--- config.mk ---
export PLATFORM = sky130hd
export DESIGN_NAME = pixel_compositor
export DESIGN_NICKNAME = d
export VERILOG_FILES = /design/src/rtl/graphics_pkg.sv /design/src/rtl/alpha_blend.sv /design/src/rtl/pixel_compositor.sv
export SDC_FILE = /design/constraint.sdc
export NUM_CORES = 1
export LEC_CHECK = 0
export BUFFER_PORTS_ARGS = -buffer_cell sky130_fd_sc_hd__buf_2
export CAP_MARGIN = 15
export CORE_ASPECT_RATIO = 0.6
export CORE_MARGIN = 4
export CORE_UTILIZATION = 59
export CTS_BUF_LIST = sky130_fd_sc_hd__clkbuf_2 sky130_fd_sc_hd__clkbuf_4 sky130_fd_sc_hd__clkbuf_8
export CTS_CLUSTER_DIAMETER = 120
export DETAILED_ROUTE_END_ITERATION = 7
export PLACE_DENSITY = 0.79
export SLEW_MARGIN = 20
export SYNTH_ARGS = -nofsm -noshare
export SYNTH_HDL_FRONTEND = slang
export SYNTH_HIERARCHICAL = 1
export SYNTH_SLANG_ARGS = --single-unit
--- constraint.sdc ---
create_clock -name clk_in -period 13.4 [get_ports clk_in]
set_input_delay 0.67 -clock clk_in [delete_from_list [all_inputs] [get_ports clk_in]]
set_output_delay 0.67 -clock clk_in [all_outputs]
set_load 0.03 [all_outputs]
--- src/rtl/graphics_pkg.sv ---
// Shared types and constants for the pixel compositor: fade states, RGB struct,
// per-player tint colours and a per-channel averaging helper.
package graphics_pkg;

    typedef enum logic [1:0] {
        PLAY     = 2'd0,
        FADE_OUT = 2'd1,
        OVER     = 2'd2,
        FADE_IN  = 2'd3
    } comp_state_t;

    typedef struct packed {
        logic [7:0] r;
        logic [7:0] g;
        logic [7:0] b;
    } rgb_t;

    localparam int ACTIVE_H_DEFAULT = 1280;
    localparam int ACTIVE_V_DEFAULT = 720;

    localparam logic [23:0] PLAYER_COLORS [4] = '{
        24'hFF0000, 24'h00FF00, 24'h0000FF, 24'hFFFF00
    };

    // 50/50 mix per channel; the 9-bit sum keeps the carry before halving
    function automatic rgb_t avg_rgb(input rgb_t a, input rgb_t b);
        rgb_t       res;
        logic [8:0] sum_r;
        logic [8:0] sum_g;
        logic [8:0] sum_b;
        sum_r = {1'b0, a.r} + {1'b0, b.r};
        sum_g = {1'b0, a.g} + {1'b0, b.g};
        sum_b = {1'b0, a.b} + {1'b0, b.b};
        res.r = sum_r[8:1];
        res.g = sum_g[8:1];
        res.b = sum_b[8:1];
        return res;
    endfunction

endpackage

--- src/rtl/alpha_blend.sv ---
// Combinational fade blend of one RGB triple towards OVER_COLOR, weighted by
// alpha out of FADE_FRAMES.
module alpha_blend
    import graphics_pkg::*;
#(
    parameter int          FADE_FRAMES = 16,
    parameter logic [23:0] OVER_COLOR  = 24'h800000
) (
    input  rgb_t                         base_i,
    input  logic [$clog2(FADE_FRAMES):0] alpha_i,
    output rgb_t                         blend_o
);

    localparam int   FL       = $clog2(FADE_FRAMES);
    localparam int   PW       = 9 + FL;
    localparam rgb_t OVER_RGB = rgb_t'(OVER_COLOR);

    logic [PW-1:0] alpha_s;
    logic [PW-1:0] inv_s;

    assign alpha_s = PW'(alpha_i);
    assign inv_s   = PW'(FADE_FRAMES) - alpha_s;

    // Weights sum to FADE_FRAMES, so the sum never exceeds 255*FADE_FRAMES
    function automatic logic [7:0] mix(input logic [7:0] b, input logic [7:0] o,
                                       input logic [PW-1:0] w_b, input logic [PW-1:0] w_o);
        logic [PW-1:0] sum;
        sum = PW'(b) * w_b + PW'(o) * w_o;
        return sum[FL+7:FL];
    endfunction

    assign blend_o.r = mix(base_i.r, OVER_RGB.r, inv_s, alpha_s);
    assign blend_o.g = mix(base_i.g, OVER_RGB.g, inv_s, alpha_s);
    assign blend_o.b = mix(base_i.b, OVER_RGB.b, inv_s, alpha_s);

endmodule

--- src/rtl/pixel_compositor.sv ---
// Two-stage pixel compositor: layer priority, collision flash and game-over fade.
// Optional build macro PLAYER_TINT_EN blends owned video pixels with the player colour.
module pixel_compositor
    import graphics_pkg::*;
#(
    parameter int          ACTIVE_H_PIXELS = ACTIVE_H_DEFAULT,
    parameter int          ACTIVE_LINES    = ACTIVE_V_DEFAULT,
    parameter int          NUM_PLAYERS     = 2,
    parameter logic [23:0] COLLISION_COLOR = 24'h800000,
    parameter logic [23:0] WALL_COLOR      = 24'hFF0080,
    parameter logic [23:0] OVER_COLOR      = 24'h800000,
    parameter int          FLASH_FRAMES    = 8,
    parameter int          FADE_FRAMES     = 16,
    localparam int         PLAYER_W        = $clog2(NUM_PLAYERS + 1)
) (
    input  logic                clk_in,
    input  logic                rst_in,
    input  logic [10:0]         hcount_in,
    input  logic [9:0]          vcount_in,
    input  logic [PLAYER_W-1:0] pixel_player_num,
    input  logic                is_wall,
    input  logic                is_collision,
    input  logic [23:0]         pixel_in,
    input  logic                ui_valid,
    input  logic [23:0]         ui_pixel,
    input  logic [2:0]          game_state_in,
    output logic [10:0]         hcount_out,
    output logic [9:0]          vcount_out,
    output logic [23:0]         pixel_out,
    output logic                collision_frame
);

    localparam int             AW         = $clog2(FADE_FRAMES) + 1;
    localparam int             FW         = $clog2(FLASH_FRAMES);
    localparam logic [10:0]    H_LIM      = 11'(ACTIVE_H_PIXELS);
    localparam logic [9:0]     V_LIM      = 10'(ACTIVE_LINES);
    localparam logic [AW-1:0]  ALPHA_MAX  = AW'(FADE_FRAMES);
    localparam logic [FW-1:0]  FLASH_LOAD = FW'(FLASH_FRAMES - 1);

    comp_state_t   state_q, state_d;
    logic [AW-1:0] alpha_q, alpha_d;
    logic [FW-1:0] flash_q, flash_d;
    logic          coll_seen_q, coll_seen_d;
    logic          cf_q, cf_d;

    logic [10:0]   h0_q;
    logic [9:0]    v0_q;
    rgb_t          base0_q;
    logic          act0_q;
    logic [AW-1:0] alpha0_q;

    logic [10:0]   hout_q;
    logic [9:0]    vout_q;
    logic [23:0]   pix_q;

    logic active_s, frame_tick_s, playing_s, coll_hit_s, flash_show_s;
    rgb_t video_s, base_s, blend_s;

    assign active_s     = (hcount_in < H_LIM) && (vcount_in < V_LIM);
    assign frame_tick_s = (hcount_in == 11'd0) && (vcount_in == 10'd0);
    assign playing_s    = (game_state_in != 3'd0);
    assign coll_hit_s   = active_s && is_collision;
    // Odd flash counts make collision pixels transparent
    assign flash_show_s = (flash_q == FW'(0)) || !flash_q[0];

`ifdef PLAYER_TINT_EN
    logic [1:0] tint_idx_s;
    assign tint_idx_s = 2'(pixel_player_num - PLAYER_W'(1));
    assign video_s    = (pixel_player_num != PLAYER_W'(0)) ?
                        avg_rgb(rgb_t'(pixel_in), rgb_t'(PLAYER_COLORS[tint_idx_s])) :
                        rgb_t'(pixel_in);
`else
    logic unused_player_s;
    assign unused_player_s = ^pixel_player_num;
    assign video_s         = rgb_t'(pixel_in);
`endif

    // Fade FSM: entering FADE_OUT already counts the first fade step
    always_comb begin
        state_d = state_q;
        alpha_d = alpha_q;
        if (frame_tick_s) begin
            case (state_q)
                PLAY: begin
                    if (!playing_s) begin
                        state_d = FADE_OUT;
                        alpha_d = AW'(1);
                    end else begin
                        state_d = PLAY;
                    end
                end
                FADE_OUT: begin
                    if (playing_s) begin
                        state_d = FADE_IN;
                    end else begin
                        alpha_d = alpha_q + AW'(1);
                        state_d = (alpha_q + AW'(1) == ALPHA_MAX) ? OVER : FADE_OUT;
                    end
                end
                OVER: begin
                    state_d = playing_s ? FADE_IN : OVER;
                end
                FADE_IN: begin
                    if (!playing_s) begin
                        state_d = FADE_OUT;
                    end else begin
                        alpha_d = alpha_q - AW'(1);
                        state_d = (alpha_q == AW'(1)) ? PLAY : FADE_IN;
                    end
                end
                default: begin
                    state_d = PLAY;
                    alpha_d = '0;
                end
            endcase
        end else begin
            state_d = state_q;
        end
    end

    // Collision bookkeeping per frame
    always_comb begin
        coll_seen_d = coll_seen_q;
        cf_d        = 1'b0;
        flash_d     = flash_q;
        if (frame_tick_s) begin
            coll_seen_d = coll_hit_s;
            cf_d        = coll_seen_q;
            if (coll_seen_q) begin
                flash_d = FLASH_LOAD;
            end else if (flash_q != FW'(0)) begin
                flash_d = flash_q - FW'(1);
            end else begin
                flash_d = flash_q;
            end
        end else begin
            coll_seen_d = coll_seen_q || coll_hit_s;
        end
    end

    // Stage 0 layer priority
    always_comb begin
        base_s = video_s;
        if (state_q == OVER) begin
            base_s = rgb_t'(OVER_COLOR);
        end else if (ui_valid) begin
            base_s = rgb_t'(ui_pixel);
        end else if (is_collision && flash_show_s) begin
            base_s = rgb_t'(COLLISION_COLOR);
        end else if (is_wall) begin
            base_s = rgb_t'(WALL_COLOR);
        end else begin
            base_s = video_s;
        end
    end

    alpha_blend #(
        .FADE_FRAMES(FADE_FRAMES),
        .OVER_COLOR (OVER_COLOR)
    ) u_blend (
        .base_i (base0_q),
        .alpha_i(alpha0_q),
        .blend_o(blend_s)
    );

    // Control state and both pipeline stages
    always_ff @(posedge clk_in) begin
        if (rst_in) begin
            state_q     <= PLAY;
            alpha_q     <= '0;
            flash_q     <= '0;
            coll_seen_q <= 1'b0;
            cf_q        <= 1'b0;
            h0_q        <= '0;
            v0_q        <= '0;
            base0_q     <= '0;
            act0_q      <= 1'b0;
            alpha0_q    <= '0;
            hout_q      <= '0;
            vout_q      <= '0;
            pix_q       <= '0;
        end else begin
            state_q     <= state_d;
            alpha_q     <= alpha_d;
            flash_q     <= flash_d;
            coll_seen_q <= coll_seen_d;
            cf_q        <= cf_d;
            h0_q        <= hcount_in;
            v0_q        <= vcount_in;
            base0_q     <= base_s;
            act0_q      <= active_s;
            alpha0_q    <= alpha_q;
            hout_q      <= h0_q;
            vout_q      <= v0_q;
            pix_q       <= act0_q ? blend_s : 24'h000000;
        end
    end

    assign hcount_out      = hout_q;
    assign vcount_out      = vout_q;
    assign pixel_out       = pix_q;
    assign collision_frame = cf_q;

endmodule

==> metrics.csv, run 1 <==
stage;metric;value;unit
run_status;status;complete, no violations;
timing;tns;0;ns
routing;drtIter0Drc;291;
worst_hold_path;hold_path_depth;1;
worst_setup_path;cp_cell_sequence;inv_1 > ha_1 > nor3b_2 > xor2_2 > buf_4 > nand2_1 > fa_1 > fa_1 > inv_1 > fa_1 > inv_1 > fa_1 > inv_1 > ha_1 > a21o_1 > a21oi_2 > o21ai_0 > o41ai_1 > xnor2_1 > and2_1;
worst_setup_path;slowest_delay;0.94;ns
logic_synthesis;synth_cells;815;
logic_synthesis;synth_warnings;6;
clock_tree;hold_buffers;0;
placement;portBuffers;122;
timing;max_freq;172;MHz
worst_setup_path;worstSetupPathType;flop to flop;
routing;drc;0;
pwr;leakage;4.31;nW
worst_setup_path;start_kind;flop;
routing;drt-pass1-iter-count;5;
routing;top_layer_used;met4;
cells_and_area;register_area;2160;um2
timing;slew_headroom;38.9;%
clock_tree;clk_path_buf_depth;2;
placement;dpl_cell_area;8470;um2
placement;post-place-cells;1082;
clock_tree;cts-root-buf;clkbuf_8;
logic_synthesis;ys_ff_latch;108;
worst_setup_path;cp_data_required_time;13.74;ns
die;row_count;32;
routing;drt-total-wl;15.4;mm
clock_tree;htree_levels;3;
cells_and_area;multi_input_area;5050;um2
die;initial_core_util;60.3;%
clock_tree;cts_setup_buffers;0;
worst_hold_path;hold_class;flop to flop;
job;drv_cap;0;
die;core;12800;um2
timing;worst_slew_pin_slew;0.916;ns
die;die_y;96.6;um
grt;grt_pass1_vias;5303;
routing;wl_met1;8.10;mm
die;ios;125;
die;die-area;15000;um2
clock_tree;insertion_delay;0.39;ns
worst_setup_path;end_kind;flop;
cells_and_area;synthToLayoutAreaGrowth;12.4;%
die;dieWidth;156;um
clock_tree;cts_tree;built;
worst_setup_path;reg2reg_slack;7.59;ns
timing;hold_violations;0;
placement;place.gp.congestion;0.804;
routing;routedWlPerCell;14.0;um
routing;final_antenna_net_count;0;
routing;wl_met3;877;um
grt;grt_pass1_wl;25.9;mm
timing;final_max_slew_viol_count;0;
routing;vias_per_cell;5.03;
timing;finalCritPeriodShare;43.4;%
placement;preCtsSetupSlack;7.61;ns
timing;rsz0062_at_grt;false;
grt;antenna_found_initial;0;
routing;wl_met2;6.29;mm
worst_setup_path;r2r_cells;20;
clock_tree;clock-sinks;108;
cells_and_area;layoutNonFillerInstCount;1098;
logic_synthesis;synth_cell_types;48;
timing;fin_crit;5.81;ns
worst_setup_path;arrival;6.15;ns
timing;fin_skew;0.0126;ns
cells_and_area;drive_above_1_share;18.1;%
clock_tree;post_cts_resized;0;
pwr;power;623;uW
clock_tree;clk_pin_slew;0.12;ns
cells_and_area;nFillCells;1065;
cells_and_area;nNetsFinal;1147;
cells_and_area;antenna_cells;0;
logic_synthesis;syn_area;7720;um2
cells_and_area;final_cell_area;8680;um2
timing;worst_slack;7.59;ns
clock_tree;cts_buffers;9;
pwr;power_density;71.8;nW/um2
worst_setup_path;critPathMaxFanout;23;
timing;setup_violations;0;
logic_synthesis;synth.avg_cell_area;9.47;um2
grt;overflow;0;
routing;num_vias;5528;
placement;hpwlAfterDp;11.9;mm
pwr;ir_drop;47.7;uV
grt;grt_max_degree;63;
worst_setup_path;crit_slowest_cell;dfxtp_1;
logic_synthesis;syn_nets;1039;
grt;track_usage;21.0;%
logic_synthesis;ys_seq_area_share;28.0;%
-- stage by stage --
stage | util [%] | hold slack (ns)
4_1_cts | 67.7 | 0.442
2_1_floorplan | - | 0.414
3_3_place_gp | 66.1 | 0.414
5_1_grt | 67.7 | 0.454
3_5_place_dp | 66.1 | 0.423
6_report | 67.7 | 0.439
-- final cells by class --
cell class / instances / area share, %
Multi-Input combinational cell: 573 / 58.2
Sequential cell: 108 / 24.9
Timing Repair Buffer: 129 / 7.64
Inverter: 102 / 4.41
Tap cell: 170 / 2.45
Clock buffer: 9 / 1.43
Clock inverter: 7 / 0.995
-- power breakdown --
group / switching, mW / leakage [nW] / internal [mW]
Combinational: 0.0416 / 3.32 / 0.0324
Sequential: 0.00904 / 0.886 / 0.333
Clock: 0.131 / 0.105 / 0.0762
-- cells by family (layout without fill, tap and decap cells) --
kind of cell,Yosys count,count (layout),synth area share [%]
buffers and inverters,134,247,6.71
adders and majority gates,145,145,31.2
AOI/OAI and AO/OA,83,83,7.55
xor gates and xnor gates,40,40,4.83
and+or+nand+nor,301,301,21.2
DFF,108,108,28.0
muxes,4,4,0.535
-- placed cells by master (no fill, tap or decap), types with 4 or more instances in the layout --
cell	count
buf_2	122
dfxtp_1	108
and2_1	102
inv_1	101
fa_1	79
ha_1	66
nor2_1	60
nor2b_1	50
nand2_1	46
xnor2_1	31
a22oi_1	19
a21oi_1	16
o21ai_0	11
nor3_1	9
clkbuf_8	9
or2_2	8
o22ai_1	7
buf_4	7
a21o_1	6
a211oi_1	5
nand2b_1	5
xor2_1	5
nand4_1	4
-- final timing paths --
kind,from,endpoint
setup / recovery,alpha0_q[0],pixel_out[23]
hold / removal,v0_q[9],vcount_out[9]
setup reg to reg,alpha0_q[0],pixel_out[23]
hold reg to reg,v0_q[9],vcount_out[9]
-- Yosys cell counts, drive strengths merged --
cell	count	area, um2
o21ai	13	65.1
nor2b	50	313
a221o	3	30.0
nor3	9	45.0
nand2	46	173
and4b	1	10.0
or4	1	11.3
a21o	6	45.0
inv	101	379
xor2	6	60.1
nand4	4	25.0
a22oi	19	143
or4b	1	10.0
a211oi	5	37.5
a21bo	1	10.0
buf	7	41.3
o2bb2ai	1	8.76
a21oi	19	106
nor4	5	43.8
o21a	1	7.51
and2	102	638
xnor2	34	313
fa	79	1580
or3	3	18.8
dfxtp	108	2160
nand3	3	15.0
nor2	60	225
a311o	1	10.0
mux2i	3	30.0
o41ai	4	53.8
or2	9	56.3
or3b	1	8.76
nand2b	5	31.3
clkbuf	25	93.8
nor3b	1	12.5
o22ai	7	43.8
mux2	1	11.3
clkinv	1	3.75
ha	66	826
o21bai	3	22.5
-- state kept, by name, indices dropped and copies added (netlist names) --
name and count:
base0_q 24, vcount_out 10, h0_q 11, alpha0_q 5, coll_seen_q 1, alpha_q 5
pixel_out 24, act0_q 1, collision_frame 1, flash_q 3, v0_q 10, state_q 2
hcount_out 11
-- layer usage --
metal	track usage (%)	vias up
li1	-	2774
met1	33.5	2604
met2	29.5	142
met3	4.83	8
met4	2.89	0
met5	0	-
-- critical path, delay by kind of cell, from the launching register on --
family,cells,cell delay (ns)
fa+ha+maj,6,2.66
buf+inv,5,0.54
flops,1,0.94
simple gates,3,0.43
compound gates,4,0.91
xor+xnor,2,0.29
Power figures use the tool's default switching activity.
==> run 2, diff against run 1 <==
==> constraint.sdc (replaced) <==
create_clock -name clk_in -period 5.5 [get_ports clk_in]
set_input_delay 0.275 -clock clk_in [delete_from_list [all_inputs] [get_ports clk_in]]
set_output_delay 0.275 -clock clk_in [all_outputs]
set_load 0.03 [all_outputs]
==> metrics.csv, run 2 (same netlist as run 1, synthesis figures left out) <==
stage;metric;value;unit
placement;portBuffers;122;
grt;grt_pass1_wl;26.3;mm
die;dieWidth;156;um
pwr;leakage;4.35;nW
pwr;p_sw;430;uW
worst_setup_path;path_buf_inv;4;
grt;grt_max_degree;63;
placement;place.gp.congestion;0.827;
clock_tree;insertion_delay;0.39;ns
pwr;p_seq_share;55.5;%
pwr;ir_drop;111;uV
routing;vias_per_cell;5.08;
routing;drc;0;
cells_and_area;synthToLayoutAreaGrowth;13.2;%
pwr;clockPowerShare;32.6;%
clock_tree;clock-sinks;108;
timing;slew_headroom;44.3;%
die;die_y;96.6;um
placement;post-place-cells;1086;
cells_and_area;nFillCells;1026;
worst_setup_path;worstSetupPathType;flop to flop;
cells_and_area;layout_common_cells;122 x buf_2, 108 x dfxtp_1, 102 x and2_1;
timing;tns;0;ns
timing;fin_skew;0.00741;ns
clock_tree;htree_levels;3;
clock_tree;cts_tree;built;
die;initial_core_util;60.3;%
cells_and_area;mostFrequentLayoutCell;buf_2;
timing;final_max_slew_viol_count;0;
cells_and_area;drive_above_1_share;18.7;%
worst_setup_path;crit_slowest_cell;fa_1;
grt;track_usage;21.3;%
routing;routedWlPerCell;13.9;um
die;core;12800;um2
routing;final_antenna_net_count;0;
routing;drt-pass1-iter-count;4;
routing;num_vias;5595;
timing;finalCritPeriodShare;94.1;%
worst_setup_path;cp_cell_sequence;inv_1 > ha_1 > nor3b_4 > xor2_4 > nand2_1 > fa_1 > fa_1 > inv_1 > fa_1 > inv_1 > fa_1 > inv_1 > ha_1 > a21o_1 > a21oi_2 > o21ai_1 > o41ai_1 > xnor2_1 > and2_1;
clock_tree;clk_path_buf_depth;2;
timing;hold_violations;0;
cells_and_area;layoutNonFillerInstCount;1102;
worst_setup_path;start_kind;flop;
cells_and_area;nNetsFinal;1151;
placement;hpwlAfterDp;12.3;mm
die;ios;125;
clock_tree;cts-root-buf;clkbuf_8;
worst_setup_path;path_delay_family;adder cells;
grt;overflow;0;
clock_tree;clk_pin_slew;0.11;ns
cells_and_area;final_cell_area;8740;um2
run_status;status;complete, no violations;
job;drv_cap;0;
pwr;p_sw_share;28.7;%
cells_and_area;antenna_cells;0;
grt;grt_pass1_vias;5484;
clock_tree;hold_buffers;0;
worst_hold_path;hold_class;input pin to flop;
clock_tree;cts_buffers;9;
timing;max_freq;193;MHz
routing;drt-total-wl;15.4;mm
timing;rsz0062_at_grt;false;
worst_setup_path;arrival;5.47;ns
pwr;internal_power;1.07;mW
worst_setup_path;cp_data_required_time;5.79;ns
worst_setup_path;end_kind;flop;
die;row_count;32;
worst_setup_path;slowest_delay;0.56;ns
die;die-area;15000;um2
grt;antenna_found_initial;0;
pwr;power_density;172;nW/um2
timing;setup_violations;0;
pwr;comb_power_share;11.9;%
timing;whs;0.112;ns
placement;dpl_cell_area;8500;um2
routing;drtIter0Drc;270;
timing;worst_slew_pin_slew;0.829;ns
worst_setup_path;critPathMaxFanout;7;
timing;fin_crit;5.17;ns
pwr;power;1.50;mW
[run 2: changes by cell type in the layout (fill, tap and decap cells not counted), sizes merged]
| cell | delta |
|---|---|
| buf | +4 |
| inv | +1 |
| clkinv | -1 |
[run 2: power by group through the flow]
stage / logic (mW) / clock network [mW] / registers [mW]
2_1_floorplan: 0.100 / 0 / 0.858
3_3_place_gp: 0.176 / 0 / 0.850
3_5_place_dp: 0.179 / 0 / 0.851
4_1_cts: 0.180 / 0.502 / 0.833
5_1_grt: 0.203 / 0.534 / 0.837
6_report: 0.178 / 0.488 / 0.833
[run 2: metrics by stage]
stage          setup slack (ns)  utilization (%)
6_report                  0.327             68.2
5_1_grt                  0.0312             68.2
4_1_cts                   0.215             67.9
3_5_place_dp              0.282             66.4
3_3_place_gp              0.371             66.4
2_1_floorplan             0.284                -
[run 2: worst register-to-register path: stages (launching register included)]
cell     delay [ns]
dfxtp_1        0.39
inv_1          0.09
ha_1           0.19
nor3b_4        0.30
xor2_4         0.30
nand2_1        0.14
fa_1           0.51
fa_1           0.56
inv_1          0.06
fa_1           0.52
inv_1          0.05
fa_1           0.55
inv_1          0.06
ha_1           0.28
a21o_1         0.17
a21oi_2        0.19
o21ai_1        0.13
o41ai_1        0.35
xnor2_1        0.11
and2_1         0.14
[run 2: routing by layer]
metal / GRT usage [%] / wire [um]
met5: 0 / 0
met4: 4.84 / 213
met2: 29.8 / 6330
met1: 34.0 / 7830
met3: 3.98 / 984
[run 2: final timing paths]
path,start,end,slack (ns),cells past startpoint
worst min-delay path,hcount_in[1],h0_q[1],0.11,2
worst max register to register,alpha0_q[1],pixel_out[7],0.33,19
worst max-delay path,alpha0_q[1],pixel_out[7],0.33,19
worst min register to register,h0_q[7],hcount_out[7],0.45,1
[run 2: repair_timing]
action                     CTS  global route
gates resized for setup      0             4
setup endpoints to repair    0             4
buffers inserted             0             0
[run 2: cell type report]
| cell class | count | area [um2] | area share, % |
|---|---|---|---|
| multi-input cells | 573 | 5080 | 58.1 |
| flip-flops and latches | 108 | 2160 | 24.7 |
| repair buffers | 133 | 706 | 8.08 |
| inverters | 102 | 383 | 4.38 |
| well taps | 170 | 213 | 2.43 |
| clock buffers | 9 | 124 | 1.42 |
| clock inverters | 7 | 73.8 | 0.845 |
